<file path="src/rtl/sine_pkg.sv">
// Shared types and constants for the sine serial arbiter.
package sine_pkg;

  localparam int unsigned FRAME_BITS = 8;

  typedef enum logic [1:0] {
    StIdle,
    StStart,
    StShift,
    StGap
  } state_e;

endpackage

</file>
<file path="src/rtl/sine_serial_arbiter_if.sv">
// Requester handshake and serial output bundle of the sine serial arbiter.
interface sine_serial_arbiter_if;

  logic       req0;
  logic       req1;
  logic [7:0] data0;
  logic [7:0] data1;
  logic       ack0;
  logic       ack1;
  logic       chan;
  logic       busy;
  logic       soc;
  logic       SI_en;
  logic       SO;

  modport master (
    output req0, req1, data0, data1,
    input  ack0, ack1, chan, busy, soc, SI_en, SO
  );

  modport slave (
    input  req0, req1, data0, data1,
    output ack0, ack1, chan, busy, soc, SI_en, SO
  );

endinterface

</file>
<file path="src/rtl/tick_gen.sv">
// Bit-rate divider: one-clk tick every TICK_DIV enabled clocks; count freezes when disabled.
module tick_gen #(
  parameter int unsigned TICK_DIV = 10
) (
  input  logic clk,
  input  logic rst_n,
  input  logic tick_enable,
  output logic tick
);

  localparam int unsigned CntW = (TICK_DIV > 1) ? $clog2(TICK_DIV) : 1;
  localparam logic [CntW-1:0] CntLast = CntW'(TICK_DIV - 1);

  logic [CntW-1:0] cnt_q;

  always_ff @(posedge clk) begin
    if (!rst_n) begin
      cnt_q <= '0;
    end else if (tick_enable) begin
      cnt_q <= (cnt_q == CntLast) ? '0 : cnt_q + 1'b1;
    end
  end

  assign tick = tick_enable && (cnt_q == CntLast);

endmodule

</file>
<file path="src/rtl/sine_serial_arbiter.sv">
// Two-requester round-robin arbiter that serialises the granted byte as a
// START / 8 data bits / GAP frame, one bit period per divider tick.
module sine_serial_arbiter
  import sine_pkg::*;
#(
  parameter int unsigned TICK_DIV = 10
) (
  input logic                  clk,
  input logic                  rst_n,
  input logic                  tick_enable,
  sine_serial_arbiter_if.slave bus
);

  logic       tick;
  state_e     state_q;
  logic [7:0] sreg_q;
  logic [2:0] bit_cnt_q;
  logic       last_q;
  logic       chan_q;
  logic       busy_q;
  logic       soc_q;
  logic       si_en_q;
  logic       so_q;
  logic       win;
  logic       grant;

  tick_gen #(
    .TICK_DIV(TICK_DIV)
  ) u_tick_gen (
    .clk        (clk),
    .rst_n      (rst_n),
    .tick_enable(tick_enable),
    .tick       (tick)
  );

  // Contention goes to the channel not served last; a lone requester always wins.
  always_comb begin
    win   = bus.req1;
    grant = 1'b0;
    if (bus.req0 && bus.req1) begin
      win = ~last_q;
    end
    if (rst_n && tick && (state_q == StIdle || state_q == StGap)) begin
      grant = bus.req0 || bus.req1;
    end
  end

  assign bus.ack0 = grant && !win;
  assign bus.ack1 = grant && win;

  always_ff @(posedge clk) begin
    if (!rst_n) begin
      state_q   <= StIdle;
      sreg_q    <= '0;
      bit_cnt_q <= '0;
      last_q    <= 1'b1;
      chan_q    <= 1'b0;
      busy_q    <= 1'b0;
      soc_q     <= 1'b0;
      si_en_q   <= 1'b0;
      so_q      <= 1'b0;
    end else if (tick) begin
      unique case (state_q)
        StIdle, StGap: begin
          si_en_q <= 1'b0;
          so_q    <= 1'b0;
          if (grant) begin
            state_q <= StStart;
            sreg_q  <= win ? bus.data1 : bus.data0;
            chan_q  <= win;
            last_q  <= win;
            busy_q  <= 1'b1;
            soc_q   <= 1'b1;
          end else begin
            state_q <= StIdle;
            busy_q  <= 1'b0;
            soc_q   <= 1'b0;
          end
        end
        StStart: begin
          state_q   <= StShift;
          soc_q     <= 1'b0;
          si_en_q   <= 1'b1;
          so_q      <= sreg_q[7];
          bit_cnt_q <= '0;
        end
        StShift: begin
          sreg_q    <= {sreg_q[6:0], 1'b0};
          bit_cnt_q <= bit_cnt_q + 3'd1;
          if (bit_cnt_q == 3'(FRAME_BITS - 1)) begin
            state_q <= StGap;
            si_en_q <= 1'b0;
            so_q    <= 1'b0;
          end else begin
            so_q <= sreg_q[6];
          end
        end
        default: state_q <= StIdle;
      endcase
    end
  end

  assign bus.chan  = chan_q;
  assign bus.busy  = busy_q;
  assign bus.soc   = soc_q;
  assign bus.SI_en = si_en_q;
  assign bus.SO    = so_q;

endmodule

</file>
<file path="src/flat_wrapper.sv">
// flat-port wrapper written by rule: the top's interface ports become plain ports
module sine_serial_arbiter_flat import sine_pkg::*;
#(
  parameter int unsigned TICK_DIV = 10
)
  (clk, rst_n, tick_enable, bus_req0, bus_req1, bus_data0, bus_data1, bus_ack0, bus_ack1, bus_chan, bus_busy, bus_soc, bus_SI_en, bus_SO);
  sine_serial_arbiter_if bus_i ();
  input logic clk;
  input logic rst_n;
  input logic tick_enable;
  input wire logic [$bits(bus_i.req0)-1:0] bus_req0;
  input wire logic [$bits(bus_i.req1)-1:0] bus_req1;
  input wire logic [$bits(bus_i.data0)-1:0] bus_data0;
  input wire logic [$bits(bus_i.data1)-1:0] bus_data1;
  output wire logic [$bits(bus_i.ack0)-1:0] bus_ack0;
  output wire logic [$bits(bus_i.ack1)-1:0] bus_ack1;
  output wire logic [$bits(bus_i.chan)-1:0] bus_chan;
  output wire logic [$bits(bus_i.busy)-1:0] bus_busy;
  output wire logic [$bits(bus_i.soc)-1:0] bus_soc;
  output wire logic [$bits(bus_i.SI_en)-1:0] bus_SI_en;
  output wire logic [$bits(bus_i.SO)-1:0] bus_SO;
  assign bus_i.req0 = bus_req0;
  assign bus_i.req1 = bus_req1;
  assign bus_i.data0 = bus_data0;
  assign bus_i.data1 = bus_data1;
  assign bus_ack0 = bus_i.ack0;
  assign bus_ack1 = bus_i.ack1;
  assign bus_chan = bus_i.chan;
  assign bus_busy = bus_i.busy;
  assign bus_soc = bus_i.soc;
  assign bus_SI_en = bus_i.SI_en;
  assign bus_SO = bus_i.SO;
  sine_serial_arbiter #(.TICK_DIV(TICK_DIV)) u_core (.clk(clk), .rst_n(rst_n), .tick_enable(tick_enable), .bus(bus_i));
endmodule
</file>
<file path="config.mk">
export PLATFORM = sky130hd
export DESIGN_NAME = sine_serial_arbiter_flat
export DESIGN_NICKNAME = d
export VERILOG_FILES = /design/src/rtl/sine_pkg.sv /design/src/rtl/sine_serial_arbiter_if.sv /design/src/rtl/tick_gen.sv /design/src/rtl/sine_serial_arbiter.sv /design/src/flat_wrapper.sv
export SDC_FILE = /design/constraint.sdc
export NUM_CORES = 1
export LEC_CHECK = 0
export CELL_PAD_IN_SITES_DETAIL_PLACEMENT = 0
export CELL_PAD_IN_SITES_GLOBAL_PLACEMENT = 2
export CORE_MARGIN = 2
export CORE_UTILIZATION = 32
export CTS_BUF_LIST = sky130_fd_sc_hd__clkbuf_8
export DETAILED_ROUTE_END_ITERATION = 6
export PLACE_DENSITY_LB_ADDON = 0.1
export SYNTH_ARGS = -nofsm -noshare
export SYNTH_HDL_FRONTEND = slang
export SYNTH_SLANG_ARGS = --single-unit
</file>
<file path="constraint.sdc">
create_clock -name clk -period 5.45 [get_ports clk]
set_clock_uncertainty 0.05 [all_clocks]
set_input_delay 0.545 -clock clk [delete_from_list [all_inputs] [get_ports clk]]
set_output_delay 0.545 -clock clk [all_outputs]
set_load 0.005 [all_outputs]
</file>
==> flow_metrics.env <==
export IMPL_critPathRequiredTime_ns=4.86
export IMPL_synth_enable_flop_cells=0
export IMPL_tightest_slew_ns=1.10
export IMPL_synthCells=130
export IMPL_wl_mm=2.58
export IMPL_synth_top_area_frac=0.394
export IMPL_antenna_found_initial=0
export IMPL_drt_vias_per_instance=5.09
export IMPL_cts_buffers=3
export IMPL_core_area_um2=3420
export IMPL_crit_fanout=11
export IMPL_synth_cell_types=34
export IMPL_grt_pass1_vias=963
export IMPL_cts_setup_buffers=0
export IMPL_timing_critical_path_mode_cell="clkdlybuf4s50_1"
export IMPL_synth_top_area_cell="dfxtp_1"
export IMPL_report_final_hold_viol_count=0
export IMPL_hold_class="flip-flop to flip-flop"
export IMPL_ant_nets=0
export IMPL_area_growth_pct=29.2
export IMPL_dieArea_um2=4160
export IMPL_antenna_cells=0
export IMPL_start_util=0.342
export IMPL_vdd_ir_drop_max_v=0.0000717
export IMPL_top_layer="met4"
export IMPL_period_needed_ns=3.41
export IMPL_route_met3_wl_um=126
export IMPL_fmax_ghz=0.293
export IMPL_die_w_um=64.5
export IMPL_first_pass_iters=4
export IMPL_cellLeakagePower_nw=0.584
export IMPL_maxCapViolCount=0
export IMPL_via_count=1018
export IMPL_synth_ff_type="dfxtp_1"
export IMPL_finalMaxSlewViolations=0
export IMPL_yosysSeqAreaShare=0.394
export IMPL_crit_slowest_cell="a21boi_1"
export IMPL_clk_pin_slew_worst_paths_ns=0.08
export IMPL_final_setup_viol_count=0
export IMPL_criticalPathCategory="input pin to output pin"
export IMPL_fillers=373
export IMPL_synth_nets=155
export IMPL_ys_ff_latch=23
export IMPL_max_stage_delay_ns=0.89
export IMPL_dp_hpwl_mm=1.93
export IMPL_insertion_delay_ns=0.27
export IMPL_synth_area_top_cells="dfxtp_1 39%, mux2i_1 9.4%, a32o_1 5.1%, nor2_1 4.5%, ha_1 4.3%"
export IMPL_rows=21
export IMPL_grt_max_degree=17
export IMPL_crit_arrival_ns=2.82
export IMPL_cp_start_kind="input pin"
export IMPL_track_usage=0.134
export IMPL_yosysWarnings=0
export IMPL_setup_tns_ns=0
export IMPL_end_kind="output pin"
export IMPL_rsz0062_at_grt="no"
export IMPL_grt_pass1_wl_mm=4.42
export IMPL_cts_max_path_buffers=2
export IMPL_async_flop_share=0
export IMPL_ctsRootBufferMaster="clkbuf_8"
export IMPL_slew_headroom=0.265
export IMPL_avgSynthCellArea_um2=9.00
export IMPL_finalCritPeriodShare=0.626
export IMPL_path_cells="clkdlybuf4s50_1 > a21boi_1 > inv_1 > nor2_1 > clkdlybuf4s50_1"
export IMPL_wire_per_inst_um=12.9
export IMPL_tritoncts="yes"
export IMPL_io_pins=28
export IMPL_clock_sinks=23
export IMPL_p_total_mw=0.311
export IMPL_holdWs_ns=0.413
export IMPL_gp_congestion=0.716
export IMPL_drtIter0Drc=41
export IMPL_final_util=0.442
export IMPL_io_buffers=27
export IMPL_drc_errors=0
export IMPL_ctsHtreeMaxLevel=1
export IMPL_die_height_um=64.5
export IMPL_cts_hold_buf=0
export IMPL_status="finished, final reports clean"
export IMPL_drive_gt1_frac=0.0455
export IMPL_synthesis_area_um2=1170
export IMPL_nets=180
export IMPL_wl_met1_mm=1.20
export IMPL_route_met2_wl_mm=1.22
export IMPL_grt_overflow=0
export IMPL_finalWorstSetupSlack_ns=2.04
export IMPL_p_per_area_nw_per_um2=205
export IMPL_post_cts_resize_count=0
export IMPL_place_ws_ns=2.01
[worst paths after layout]
kind	startpoint	endpoint	slack (ns)	cells after the start
worst max-delay path	bus_req1	bus_ack1	2.04	5
worst min-delay path	u_core.sreg_q[0]$_SDFFE_PN0P_	u_core.sreg_q[0]$_SDFFE_PN0P_	0.41	1
worst max register to register	u_core.state_q[0]$_SDFFE_PN0P_	u_core.last_q$_SDFFE_PN1P_	3.40	5
worst min register to register	u_core.sreg_q[0]$_SDFFE_PN0P_	u_core.sreg_q[0]$_SDFFE_PN0P_	0.41	1
[kinds of logic (layout without fill, tap and decap cells)]
logic type,after synthesis,count (layout),share of synthesized area
AO/OA/AOI/OAI,29,29,0.190
XOR/XNOR,2,2,0.0150
adder cells (fa/ha/maj),4,4,0.0428
buffers and inverters,12,36,0.0428
flip-flops,23,23,0.394
multiplexers,11,11,0.0941
AND/OR/NAND/NOR,49,49,0.221
[cell usage in the layout (no fill, tap or decap), drive strengths merged, types with 2 or more instances in the layout]
master          n
clkdlybuf4s50  27
dfxtp          23
nor2           14
mux2i          11
nand2           9
a21oi           7
nand2b          7
inv             6
a32o            6
o21ai           5
nor3            4
ha              4
or3             3
nor2b           3
nand3           3
clkbuf          3
and2            2
a211oi          2
a2111oi         2
[metal layers]
metal | track usage | up-vias
met3 | 0.0278 | 5
met5 | 0 | -
met1 | 0.171 | 479
li1 | - | 515
met2 | 0.228 | 19
met4 | 0.0399 | 0
[power breakdown]
group / internal [mW] / leakage, nW / switching (mW)
clock: 0.0504 / 0.0269 / 0.0563
combinational: 0.0190 / 0.372 / 0.0126
sequential: 0.169 / 0.186 / 0.00299
[synth_stat cells (2+ instances only)]
cell type  count
mux2i_1       11
and2_1         2
buf_2          4
a21oi_1        7
nor2b_1        3
nor3_1         4
ha_1           4
o21ai_0        5
inv_1          5
nand2b_1       7
dfxtp_1       23
a32o_1         6
nand3_1        3
clkbuf_1       3
nor2_1        14
or3_1          3
nand2_1        9
[state kept, by name, indices dropped and copies added (netlist names)]
signal                   count
u_core.bit_cnt_q             3
u_core.bus.SI_en             1
u_core.last_q                1
u_core.bus.chan              1
u_core.state_q               2
u_core.bus.busy              1
u_core.u_tick_gen.cnt_q      4
u_core.sreg_q                8
u_core.bus.SO                1
u_core.bus.soc               1
[area by class of cell]
class                           count  area, um^2  area share
Multi-Input combinational cell     95         659       0.436
Sequential cell                    23         460       0.305
Timing Repair Buffer               27         270       0.179
Tap cell                           46        57.6      0.0381
Clock buffer                        3        41.3      0.0273
Inverter                            5        18.8      0.0124
Clock inverter                      1        3.75     0.00248
[stage by stage]
| stage | cells | cell area [um^2] |
|---|---|---|
| finish | 200 | 1510 |
| global route | 200 | 1510 |
| CTS | 200 | 1510 |
| detailed placement | 196 | 1470 |
| global placement | 196 | 1470 |
| floorplan | 130 | 1170 |
[critical path: cells and delay by family]
kind	cells	cell delay, ns
buf+inv	3	1.20
compound gates	1	0.89
simple gates	1	0.18
Note: power is estimated with default switching activity, not from simulation.
